--- src/rtl/hazard_ctrl.sv ---
// Hazard/redirect control for the five-stage pipeline: load-use bubbles,
// branch/jump flushes, halt/resume sequencing, operand forwarding and perf counters.
module hazard_ctrl #(
    parameter int CNT_W = 16
) (
    input  logic             clk,
    input  logic             rst_n,
    input  logic [4:0]       id_rs,
    input  logic [4:0]       id_rt,
    input  logic             id_uses_rs,
    input  logic             id_uses_rt,
    input  logic             id_halt,
    input  logic [4:0]       ex_rs,
    input  logic [4:0]       ex_rt,
    input  logic [4:0]       ex_rd,
    input  logic             ex_memread,
    input  logic             ex_redirect,
    input  logic [4:0]       mem_rd,
    input  logic [4:0]       wb_rd,
    input  logic             mem_regwrite,
    input  logic             wb_regwrite,
    input  logic             go,
    output logic             pc_en,
    output logic             ifid_en,
    output logic             ifid_clr,
    output logic             idex_clr,
    output logic [1:0]       fwd_a,
    output logic [1:0]       fwd_b,
    output logic             halted,
    output logic [CNT_W-1:0] stall_cnt,
    output logic [CNT_W-1:0] flush_cnt
);

    typedef enum logic [0:0] {
        ST_RUN  = 1'b0,
        ST_HALT = 1'b1
    } state_t;

    state_t           state_r;
    state_t           state_nxt_s;
    logic             load_use_s;
    logic             pc_en_s;
    logic             ifid_en_s;
    logic             ifid_clr_s;
    logic             idex_clr_s;
    logic             flush_s;
    logic [CNT_W-1:0] stall_cnt_r;
    logic [CNT_W-1:0] flush_cnt_r;

    localparam logic [CNT_W-1:0] CNT_MAX = {CNT_W{1'b1}};
    localparam logic [CNT_W-1:0] CNT_ONE = {{(CNT_W-1){1'b0}}, 1'b1};

    // MEM result is younger than WB, so it takes precedence; r0 is never forwarded.
    function automatic logic [1:0] fwd_sel(
        input logic [4:0] src,
        input logic [4:0] m_rd,
        input logic       m_we,
        input logic [4:0] w_rd,
        input logic       w_we
    );
        logic [1:0] sel;
        if (m_we && (m_rd != 5'd0) && (m_rd == src)) begin
            sel = 2'b10;
        end else if (w_we && (w_rd != 5'd0) && (w_rd == src)) begin
            sel = 2'b01;
        end else begin
            sel = 2'b00;
        end
        return sel;
    endfunction

    assign load_use_s = ex_memread && (ex_rd != 5'd0) &&
                        ((id_uses_rs && (ex_rd == id_rs)) ||
                         (id_uses_rt && (ex_rd == id_rt)));

    // Prioritised control resolution and next-state selection.
    always_comb begin
        state_nxt_s = state_r;
        pc_en_s     = 1'b1;
        ifid_en_s   = 1'b1;
        ifid_clr_s  = 1'b0;
        idex_clr_s  = 1'b0;
        flush_s     = 1'b0;
        if (!rst_n) begin
            state_nxt_s = ST_RUN;
            pc_en_s     = 1'b0;
            ifid_en_s   = 1'b0;
            ifid_clr_s  = 1'b1;
            idex_clr_s  = 1'b1;
        end else if (ex_redirect) begin
            ifid_clr_s = 1'b1;
            idex_clr_s = 1'b1;
            flush_s    = 1'b1;
        end else begin
            case (state_r)
                ST_RUN: begin
                    if (load_use_s || id_halt) begin
                        pc_en_s    = 1'b0;
                        ifid_en_s  = 1'b0;
                        idex_clr_s = 1'b1;
                        if (!load_use_s) begin
                            state_nxt_s = ST_HALT;
                        end else begin
                            state_nxt_s = ST_RUN;
                        end
                    end else begin
                        state_nxt_s = ST_RUN;
                    end
                end
                ST_HALT: begin
                    pc_en_s    = 1'b0;
                    ifid_en_s  = 1'b0;
                    idex_clr_s = 1'b1;
                    if (go) begin
                        state_nxt_s = ST_RUN;
                    end else begin
                        state_nxt_s = ST_HALT;
                    end
                end
                default: begin
                    state_nxt_s = ST_RUN;
                end
            endcase
        end
    end

    // State register.
    always_ff @(posedge clk or negedge rst_n) begin
        if (!rst_n) begin
            state_r <= ST_RUN;
        end else begin
            state_r <= state_nxt_s;
        end
    end

    // Saturating performance counters.
    always_ff @(posedge clk or negedge rst_n) begin
        if (!rst_n) begin
            stall_cnt_r <= {CNT_W{1'b0}};
            flush_cnt_r <= {CNT_W{1'b0}};
        end else begin
            if (!pc_en_s && (stall_cnt_r != CNT_MAX)) begin
                stall_cnt_r <= stall_cnt_r + CNT_ONE;
            end
            if (flush_s && (flush_cnt_r != CNT_MAX)) begin
                flush_cnt_r <= flush_cnt_r + CNT_ONE;
            end
        end
    end

    assign pc_en     = pc_en_s;
    assign ifid_en   = ifid_en_s;
    assign ifid_clr  = ifid_clr_s;
    assign idex_clr  = idex_clr_s;
    assign fwd_a     = rst_n ? fwd_sel(ex_rs, mem_rd, mem_regwrite, wb_rd, wb_regwrite) : 2'b00;
    assign fwd_b     = rst_n ? fwd_sel(ex_rt, mem_rd, mem_regwrite, wb_rd, wb_regwrite) : 2'b00;
    assign halted    = rst_n && (state_r == ST_HALT);
    assign stall_cnt = stall_cnt_r;
    assign flush_cnt = flush_cnt_r;

endmodule

--- config.mk ---
export PLATFORM = sky130hd
export DESIGN_NAME = hazard_ctrl
export DESIGN_NICKNAME = d
export VERILOG_FILES = /design/src/rtl/hazard_ctrl.sv
export SDC_FILE = /design/constraint.sdc
export NUM_CORES = 1
export LEC_CHECK = 0
export BUFFER_PORTS_ARGS = -buffer_cell sky130_fd_sc_hd__buf_2
export CAP_MARGIN = 25
export CELL_PAD_IN_SITES_DETAIL_PLACEMENT = 1
export CELL_PAD_IN_SITES_GLOBAL_PLACEMENT = 1
export CORE_AREA = 2 2 76 78
export DETAILED_ROUTE_END_ITERATION = 6
export DIE_AREA = 0 0 78 80
export GPL_TIMING_DRIVEN = 0
export HOLD_SLACK_MARGIN = 0.06
export PLACE_DENSITY = 0.93
export SLEW_MARGIN = 20
export SYNTH_ARGS = -nofsm -noshare
export SYNTH_HDL_FRONTEND = slang
export SYNTH_SLANG_ARGS = --single-unit
--- constraint.sdc ---
create_clock -name clk -period 3.5 [get_ports clk]
set_clock_uncertainty 0.1 [all_clocks]
set_input_delay 0.35 -clock clk [delete_from_list [all_inputs] [get_ports clk]]
set_output_delay 0.35 -clock clk [all_outputs]
set_load 0.03 [all_outputs]
==> reports/metrics.yaml, run 1 <==
power:
  p_seq_share_pct: 41.4
  internal-power_uw: 837.6
  pwr-share-comb_pct: 39.3
  switchingPower_uw: 620.0
  p_per_area_nw_per_um2: 559.0
  p_total_mw: 1.458
  p_leak_nw: 1.252
  ir_drop_v: 0.0002976
  power.share.switching_pct: 42.54
  power_frac_clock_pct: 19.3
worst_setup_path:
  cp-end-kind: "output port"
  cp.arrival_ps: 2200
  setup.worst_path.class: "input port to output port"
  cp_cell_sequence: "buf_2 -> o211ai_1 -> or4_1 -> nor4_1 -> buf_2"
  slowest_stage: "buf_2"
  cp.required_ps: 3050
  start_kind: "input port"
  cp_max_fo: 41
  path_common_cell: "buf_2"
  worst_path_largest_cell_delay_ps: 640
clock_network:
  clk_pin_slew_worst_paths_ps: 60
  clockBufferDepth: 2
  cts_inserted_buffers: 5
  ctsResizeCount: 0
  insertion_delay_ps: 270
  cts.sinks: 33
  cts_setup_buffers: 0
  cts_tree: "yes"
  ctsHoldBuffers: 0
  cts-root-buf: "clkbuf_8"
  h-tree-depth: 2
yosys:
  yosys_warnings: 0
  seq_area_frac_synth_pct: 41.17
  synth_area_leader_cell: "dfrtp_1"
  ys_seq_elements: 33
  synth_cell_types: 35
  avgSynthCellArea_um2: 10.08
  netlist_area_um2: 2006
  synthesis.nets: 246
  yosys.area.top_type_share_pct: 41.17
  synthTopCellsByArea: "dfrtp_1, xor2_1, xnor2_1, nand2_1, nand3_1"
  netlist_instances: 199
timing:
  hold_viol: 0
  grt_setup_unrepaired: "false"
  worstMarginPinSlew_ps: 852.0
  finalCriticalPeriod_ps: 2652
  setup_viol: 0
  fmax_mhz: 377.1
  relSlewSlack_pct: 43.20
  finalSetupTns_ps: 0
  drv_slew: 0
  finalCritPeriodShare_pct: 75.77
final_layout:
  area.growth.synth_to_final_pct: 30.01
  num-fill-cells: 679
  layout-drive-gt1-share_pct: 35.74
  nets: 338
  most-common-layout-cells: "buf_2, dfrtp_1, xor2_1, xnor2_1, nand2_1"
  regArea_um2: 825.8
  multi_input_area_um2: 1150
  final_common_cell: "buf_2"
  fin_cells: 363
  antenna_cells: 0
  post-route-cell-area_um2: 2608
detailed_routing:
  antenna_left: 0
  drtIter0Drc: 45
  vias_per_cell: 5.118
  first_pass_iters: 4
  drc_errors: 0
  top_layer_used: "met4"
  num_vias: 1858
  routed_wl_um: 5566
  wl_met2_um: 3034
  wl_per_cell_um: 15.33
  wl_met3_um: 253
  met1Wirelength_um: 2204
global_routing:
  grt_pass1_vias: 2013
  grt_max_degree: 42
  antenna_found_initial: 0
  grt-ovfl-total: 0
  grt.total_usage_pct: 18.72
  grt_pass1_wl_um: 9377
worst_hold_path:
  hold_class: "input port to asynchronous set/reset pin"
die:
  die_h_um: 80
  core_area_um2: 5405
  io_pins: 86
  num_rows: 27
  die_width_um: 78
  dieArea_um2: 6240
  start_util_pct: 37.11
flow_run:
  drv_cap: 0
place:
  gp_congestion: 0.8970
  dp_cells: 356
  io_buffer_count: 85
  placed_area_um2: 2521
  place_hpwl_um: 4488
outcome:
  status: "finished clean"
sequential cells by signal, indices dropped and copies added (netlist names):
signal / count
flush_cnt: 16
stall_cnt: 16
state_r: 1
cell families (layout without fill, tap and decap cells):
family	count (synthesis)	after routing	share of synthesized area, %
DFF	33	33	41.17
xor gates and xnor gates	58	58	25.33
AOI/OAI and AO/OA	12	12	4.679
buffers and inverters	4	96	1.497
muxes	2	2	1.497
and+or+nand+nor	88	88	24.58
adders and majority gates	2	2	1.247
per-stage QoR:
stage | hold WS (ps) | setup slack, ps | util, %
2_1_floorplan | -45.59 | 904.5 | -
3_3_place_gp | 370.8 | 764.7 | 46.64
3_5_place_dp | 376.2 | 759.1 | 46.64
4_1_cts | 115.2 | 768.5 | 48.24
5_1_grt | 150.5 | 567.1 | 48.24
6_report | 82.58 | 848.0 | 48.24
cells in the mapped netlist, drive strengths merged:
cell,instances
o21a,3
o211ai,1
or3b,1
inv,1
nand2,20
ha,2
or2,1
and4,4
o22ai,1
xnor2,26
a21o,1
dfrtp,33
o21ai,3
xor2,32
and2,3
mux2,2
nor4,7
a21boi,1
nand3b,1
nor3,10
nand4,6
and3,3
or4,5
buf,3
nor4b,2
nor2,8
nand3,15
nand2b,1
nor3b,1
a21oi,2
metal layers:
metal,global-route usage [%],vias up
li1,-,880
met1,21.62,921
met2,35.43,49
met3,3.846,8
met4,4.211,0
met5,0,-
critical path: cells and delay by family:
family          cells  cell delay, ps
compound gates      1             210
simple gates        2             730
buf+inv             2             890
power groups by stage:
stage	Combinational (mW)	Sequential [mW]	Clock [mW]
after floorplan	0.192	0.781	0
after global placement	0.556	0.604	0
after detailed placement	0.580	0.613	0
after CTS	0.581	0.606	0.294
after global routing	0.620	0.622	0.312
final	0.572	0.604	0.282
area by class of cell:
cell class | count | area share (%)
multi-input cells | 162 | 44.10
flip-flops and latches | 33 | 31.67
repair buffers | 85 | 16.31
well taps | 72 | 3.455
clock buffers | 7 | 3.311
plain buffers | 3 | 1.008
inverters | 1 | 0.1440
worst paths after layout:
check	start	endpoint	slack (ps)	cells past startpoint
hold reg to reg	flush_cnt[6]	flush_cnt[6]	390	1
min in group clk	id_halt	state_r	290	3
max in group asynchronous	rst_n	state_r	2680	1
setup reg to reg	stall_cnt[0]	stall_cnt[15]	1340	8
setup / recovery	rst_n	fwd_a[0]	850	5
hold / removal	rst_n	flush_cnt[2]	80	1
No activity file was read; power rests on OpenSTA's default activity.
==> inputs of run 2 (changes only) <==
--- a/config.mk
+++ b/config.mk
@@ -9,12 +9,12 @@
 export CAP_MARGIN = 25
 export CELL_PAD_IN_SITES_DETAIL_PLACEMENT = 1
 export CELL_PAD_IN_SITES_GLOBAL_PLACEMENT = 1
-export CORE_AREA = 2 2 76 78
+export CORE_AREA = 2 2 83 85
 export DETAILED_ROUTE_END_ITERATION = 6
-export DIE_AREA = 0 0 78 80
+export DIE_AREA = 0 0 85 87
 export GPL_TIMING_DRIVEN = 0
 export HOLD_SLACK_MARGIN = 0.06
-export PLACE_DENSITY = 0.93
+export PLACE_DENSITY = 0.84
 export SLEW_MARGIN = 20
 export SYNTH_ARGS = -nofsm -noshare
 export SYNTH_HDL_FRONTEND = slang
==> constraint.sdc (replaced) <==
create_clock -name clk -period 2.3 [get_ports clk]
set_clock_uncertainty 0.1 [all_clocks]
set_input_delay 0.23 -clock clk [delete_from_list [all_inputs] [get_ports clk]]
set_output_delay 0.23 -clock clk [all_outputs]
set_load 0.03 [all_outputs]
==> reports/metrics.yaml, run 2 (same netlist as run 1, synthesis figures left out) <==
timing:
  fmax_mhz: 450.4
  drv_slew: 0
  setup_viol: 0
  relSlewSlack_pct: 71.41
  worstMarginPinSlew_ps: 424.9
  finalCriticalPeriod_ps: 2220
  worst_slack_ps: 79.77
  grt_setup_unrepaired: "false"
  hold_viol: 0
  finalCritPeriodShare_pct: 96.53
  finalSetupTns_ps: 0
final_layout:
  nets: 341
  antenna_cells: 0
  num-fill-cells: 791
  layout-drive-gt1-share_pct: 37.07
  most-common-layout-cells: "buf_2, dfrtp_1, xor2_1, xnor2_1, nand2_1"
  fin_cells: 374
  final_common_cell: "buf_2"
  area.growth.synth_to_final_pct: 33.31
  post-route-cell-area_um2: 2674
clock_network:
  cts_inserted_buffers: 5
  insertion_delay_ps: 280
  cts-root-buf: "clkbuf_8"
  cts_tree: "yes"
  cts.sinks: 33
  clk_pin_slew_worst_paths_ps: 70
  h-tree-depth: 2
  clockBufferDepth: 2
power:
  p_seq_share_pct: 41.3
  p_leak_nw: 1.272
  switchingPower_uw: 964.4
  ir_drop_v: 0.0005107
  pwr-share-comb_pct: 39.1
  p_per_area_nw_per_um2: 840.0
  internal-power_mw: 1.282
  power.share.switching_pct: 42.94
  p_total_mw: 2.246
  power_frac_clock_pct: 19.6
global_routing:
  gr-usage-met2_pct: 26.42
  grt-busiest-layer: "met2"
  grt_util_met1_pct: 18.88
  grt_max_degree: 34
  grt_pass1_vias: 1912
  grt.total_usage_pct: 15.05
  grt_pass1_wl_um: 9052
  use_met3_pct: 2.844
  grt-ovfl-total: 0
  antenna_found_initial: 0
place:
  pre_cts_slack_ps: -225.6
  dp_cells: 364
  place_hpwl_um: 4235
  gp_congestion: 0.7556
  placed_area_um2: 2544
  io_buffer_count: 85
die:
  num_rows: 30
  die_width_um: 85
  io_pins: 86
  start_util_pct: 30.53
  dieArea_um2: 7395
  die_h_um: 87
  core_area_um2: 6569
detailed_routing:
  vias_per_cell: 4.920
  routed_wl_um: 5495
  drtIter0Drc: 16
  num_vias: 1840
  drc_errors: 0
  wl_per_cell_um: 14.69
  antenna_left: 0
  first_pass_iters: 4
worst_setup_path:
  cp.required_ps: 1970
  setup.worst_path.class: "input port to output port"
  cp.arrival_ps: 1890
  cp-end-kind: "output port"
  cp_max_fo: 3
  start_kind: "input port"
worst_hold_path:
  hold_class: "input port to register"
outcome:
  status: "finished clean"
flow_run:
  drv_cap: 0
-- run 2: layer usage --
layer	vias to the layer above	part of all wire [%]	routed length, um
li1	884	-	-
met1	882	43	2374
met2	65	50	2745
met3	9	5.6	310
met4	0	1.2	65
met5	-	0	0
-- run 2: final timing paths --
check                         startpoint            end  slack [ps]  cells after the start
min in group asynchronous          rst_n   flush_cnt[0]         460                      3
max in group asynchronous          rst_n   stall_cnt[5]        1460                      3
max reg2reg                 stall_cnt[0]  stall_cnt[15]         150                      8
min                              id_halt        state_r         150                      3
min reg2reg                flush_cnt[10]  flush_cnt[10]         380                      1
max                             ex_rd[1]       idex_clr          80                      6
-- run 2: area by class of cell --
class                      instances  area [um^2]  share of cell area, %
multi-input combinational        162         1166                  43.61
sequential                        33        825.8                  30.88
timing repair buffer              88        465.4                  17.41
tap                               80        100.1                  3.744
clock buffer                       7        86.33                  3.229
buffer                             3        26.28                 0.9827
inverter                           1        3.754                 0.1404
-- run 2: repair_timing --
item / 4_1_cts / 5_1_grt
hold endpoints to repair: 33 / 0
gates cloned: 0 / 0
hold buffers: 2 / 0
gates resized for setup: 1 / 1
endpoints found under the setup margin: 4 / 2
setup buffers: 0 / 1
-- run 2: power by group through the flow --
stage                     clock, mW  combinational (mW)  sequential (mW)
final                         0.441               0.878            0.927
after global routing          0.480               0.953            0.954
after CTS                     0.455               0.883            0.921
after detailed placement          0               0.872            0.931
after global placement            0               0.847            0.920
after floorplan                   0               0.295             1.19
-- run 2: stage by stage --
step                      hold slack, ps  utilization [%]
after global routing               168.4            40.70
after detailed placement           304.2            38.72
after CTS                          142.2            40.53
after global placement             303.8            38.72
after floorplan                   -165.6                -
final                              149.9            40.70
-- run 2: worst max-delay path, stage by stage --
cell	delay (ps)
buf_2	130
or4_1	530
o21a_1	210
a21oi_2	150
or3b_2	450
buf_2	190
==> inputs of run 3 (changes only) <==
--- a/config.mk
+++ b/config.mk
@@ -5,13 +5,14 @@
 export SDC_FILE = /design/constraint.sdc
 export NUM_CORES = 1
 export LEC_CHECK = 0
+export ABC_AREA = 1
 export BUFFER_PORTS_ARGS = -buffer_cell sky130_fd_sc_hd__buf_2
 export CAP_MARGIN = 25
 export CELL_PAD_IN_SITES_DETAIL_PLACEMENT = 1
 export CELL_PAD_IN_SITES_GLOBAL_PLACEMENT = 1
-export CORE_AREA = 2 2 83 85
+export CORE_AREA = 2 2 92 94
 export DETAILED_ROUTE_END_ITERATION = 6
-export DIE_AREA = 0 0 85 87
+export DIE_AREA = 0 0 94 96
 export GPL_TIMING_DRIVEN = 0
 export HOLD_SLACK_MARGIN = 0.06
 export PLACE_DENSITY = 0.84
==> reports/metrics.yaml, run 3 <==
outcome:
  status: "finished clean"
timing:
  drv_slew: 0
  fmax_mhz: 485.5
  finalCritPeriodShare_pct: 89.55
  hold_viol: 0
  grt_setup_unrepaired: "false"
  worstMarginPinSlew_ps: 534.5
  setup_viol: 0
  relSlewSlack_pct: 63.90
  finalCriticalPeriod_ps: 2060
detailed_routing:
  drc_errors: 0
  first_pass_iters: 4
  antenna_left: 0
  vias_per_cell: 4.752
  met1Wirelength_um: 3229
  drtIter0Drc: 62
  wl_per_cell_um: 12.94
  routed_wl_um: 7245
  num_vias: 2661
  top_layer_used: "met4"
  wl_met2_um: 3595
  wl_met3_um: 333
yosys:
  ys_seq_elements: 33
  netlist_instances: 361
  seq_area_frac_synth_pct: 33.79
  synthFlopType: "dfrtp_1"
  synth_edf_count: 0
  synthesis.nets: 408
  yosysMostFrequentCell: "nand2_1"
  synth_commonest_cells: "nand2_1, inv_1, nor2_1"
  yosys.area.top_type_share_pct: 33.79
  netlist_area_um2: 2444
  ys_async_sr_fraction_pct: 100.0
  synth_cell_types: 26
  synthTopCellsByArea: "dfrtp_1, nand2_1, xor2_1, inv_1, nor2_1"
  yosys_warnings: 0
  avgSynthCellArea_um2: 6.769
  synth_area_leader_cell: "dfrtp_1"
worst_setup_path:
  cp-end-kind: "output port"
  ff2ff_path_depth: 8
  cp_max_fo: 10
  cp.arrival_ps: 1730
  cp.required_ps: 1970
  setup.worst_path.class: "register to output port"
  start_kind: "register"
final_layout:
  num-fill-cells: 1077
  post-route-cell-area_um2: 3119
  nets: 502
  most-common-layout-cells: "nand2_1, buf_2, inv_1, nor2_1, dfrtp_1"
  antenna_cells: 0
  area.growth.synth_to_final_pct: 27.65
  final_common_cell: "nand2_1"
  layout-drive-gt1-share_pct: 23.30
  fin_cells: 560
die:
  core_area_um2: 8051
  die_width_um: 94
  die_h_um: 96
  num_rows: 33
  start_util_pct: 30.35
  dieArea_um2: 9024
  io_pins: 86
place:
  placed_area_um2: 3000
  io_buffer_count: 85
  gp_congestion: 0.8159
  place_hpwl_um: 5786
  dp_cells: 551
clock_network:
  cts_inserted_buffers: 5
  clk_pin_slew_worst_paths_ps: 60
  insertion_delay_ps: 280
  cts-root-buf: "clkbuf_8"
  h-tree-depth: 2
  cts_tree: "yes"
  cts_setup_buffers: 0
  cts.sinks: 33
  clockBufferDepth: 2
flow_run:
  drv_cap: 0
worst_hold_path:
  hold_class: "input port to register"
  holdPathStages: 4
power:
  p_leak_nw: 1.699
  ir_drop_v: 0.0001907
  p_per_area_nw_per_um2: 634.6
global_routing:
  grt_max_degree: 34
  grt-ovfl-total: 0
  grt_pass1_wl_um: 12410
  grt_pass1_vias: 2760
  grt.total_usage_pct: 17.11
  antenna_found_initial: 0
[run 3: cells by family after synthesis]
| logic type | after synthesis | synth area share (%) |
|---|---|---|
| adder cells (fa/ha/maj) | 2 | 1.024 |
| XOR/XNOR | 37 | 13.26 |
| buffers and inverters | 54 | 9.063 |
| AO/OA/AOI/OAI | 20 | 4.608 |
| AND/OR/NAND/NOR | 215 | 38.25 |
| flip-flops | 33 | 33.79 |
[run 3: power by group]
group          switching (mW)  leakage (nW)  internal [mW]  total (mW)
Sequential              0.128         0.432          0.678       0.806
Combinational           0.489          1.22          0.246       0.735
Clock                   0.201        0.0443          0.237       0.438
Total                   0.818          1.70           1.16        1.98
[run 3: worst paths after layout]
path / start / slack, ps / end
worst max-delay path: state_r / 240 / pc_en
worst min-delay path: go / 180 / state_r
worst max register to register: flush_cnt[1] / 310 / flush_cnt[7]
worst min register to register: flush_cnt[8] / 420 / flush_cnt[8]
max in group asynchronous: rst_n / 1450 / stall_cnt[11]
min in group asynchronous: rst_n / 470 / stall_cnt[4]
[run 3: what timing repair did]
action / CTS / global route
endpoints found under the hold margin: 33 / 0
resized for setup: 1 / 0
setup endpoints to repair: 2 / 0
hold buffers: 2 / 0
[run 3: cell type report]
cell class / instances / area (um^2) / share of cell area [%]
multi-input combinational: 274 / 1396 / 44.77
sequential: 33 / 825.8 / 26.47
timing repair buffer: 87 / 457.9 / 14.68
inverter: 46 / 172.7 / 5.536
tap: 105 / 131.4 / 4.212
clock buffer: 7 / 86.33 / 2.768
buffer: 8 / 48.80 / 1.564
[run 3: critical path, cell delays in order, from the launching register on]
cell	delay, ps
dfrtp_1	420
nor3_1	240
nand2_1	190
buf_2	230
nand2_1	90
buf_4	110
buf_2	180
[run 3: layer usage]
metal	vias up	global-route usage (%)
met5	-	0
met1	1252	20.56
met3	9	2.976
met2	64	31.55
li1	1336	-
met4	0	4.469
[run 3: through the flow]
| stage | hold slack, ps | setup TNS (ps) | worst slack [ps] | utilization [%] | total power, mW |
|---|---|---|---|---|---|
| after floorplan | -165.6 | 0 | 389.1 | - | 1.277 |
| after global placement | 287.2 | -305.5 | -192.5 | 37.27 | 1.525 |
| after detailed placement | 298.2 | -412.7 | -231.5 | 37.27 | 1.551 |
| after CTS | 176.8 | 0 | 231.0 | 38.74 | 2.014 |
| after global routing | 175.6 | 0 | 73.47 | 38.74 | 2.128 |
| final | 175.5 | 0 | 240.4 | 38.74 | 1.980 |
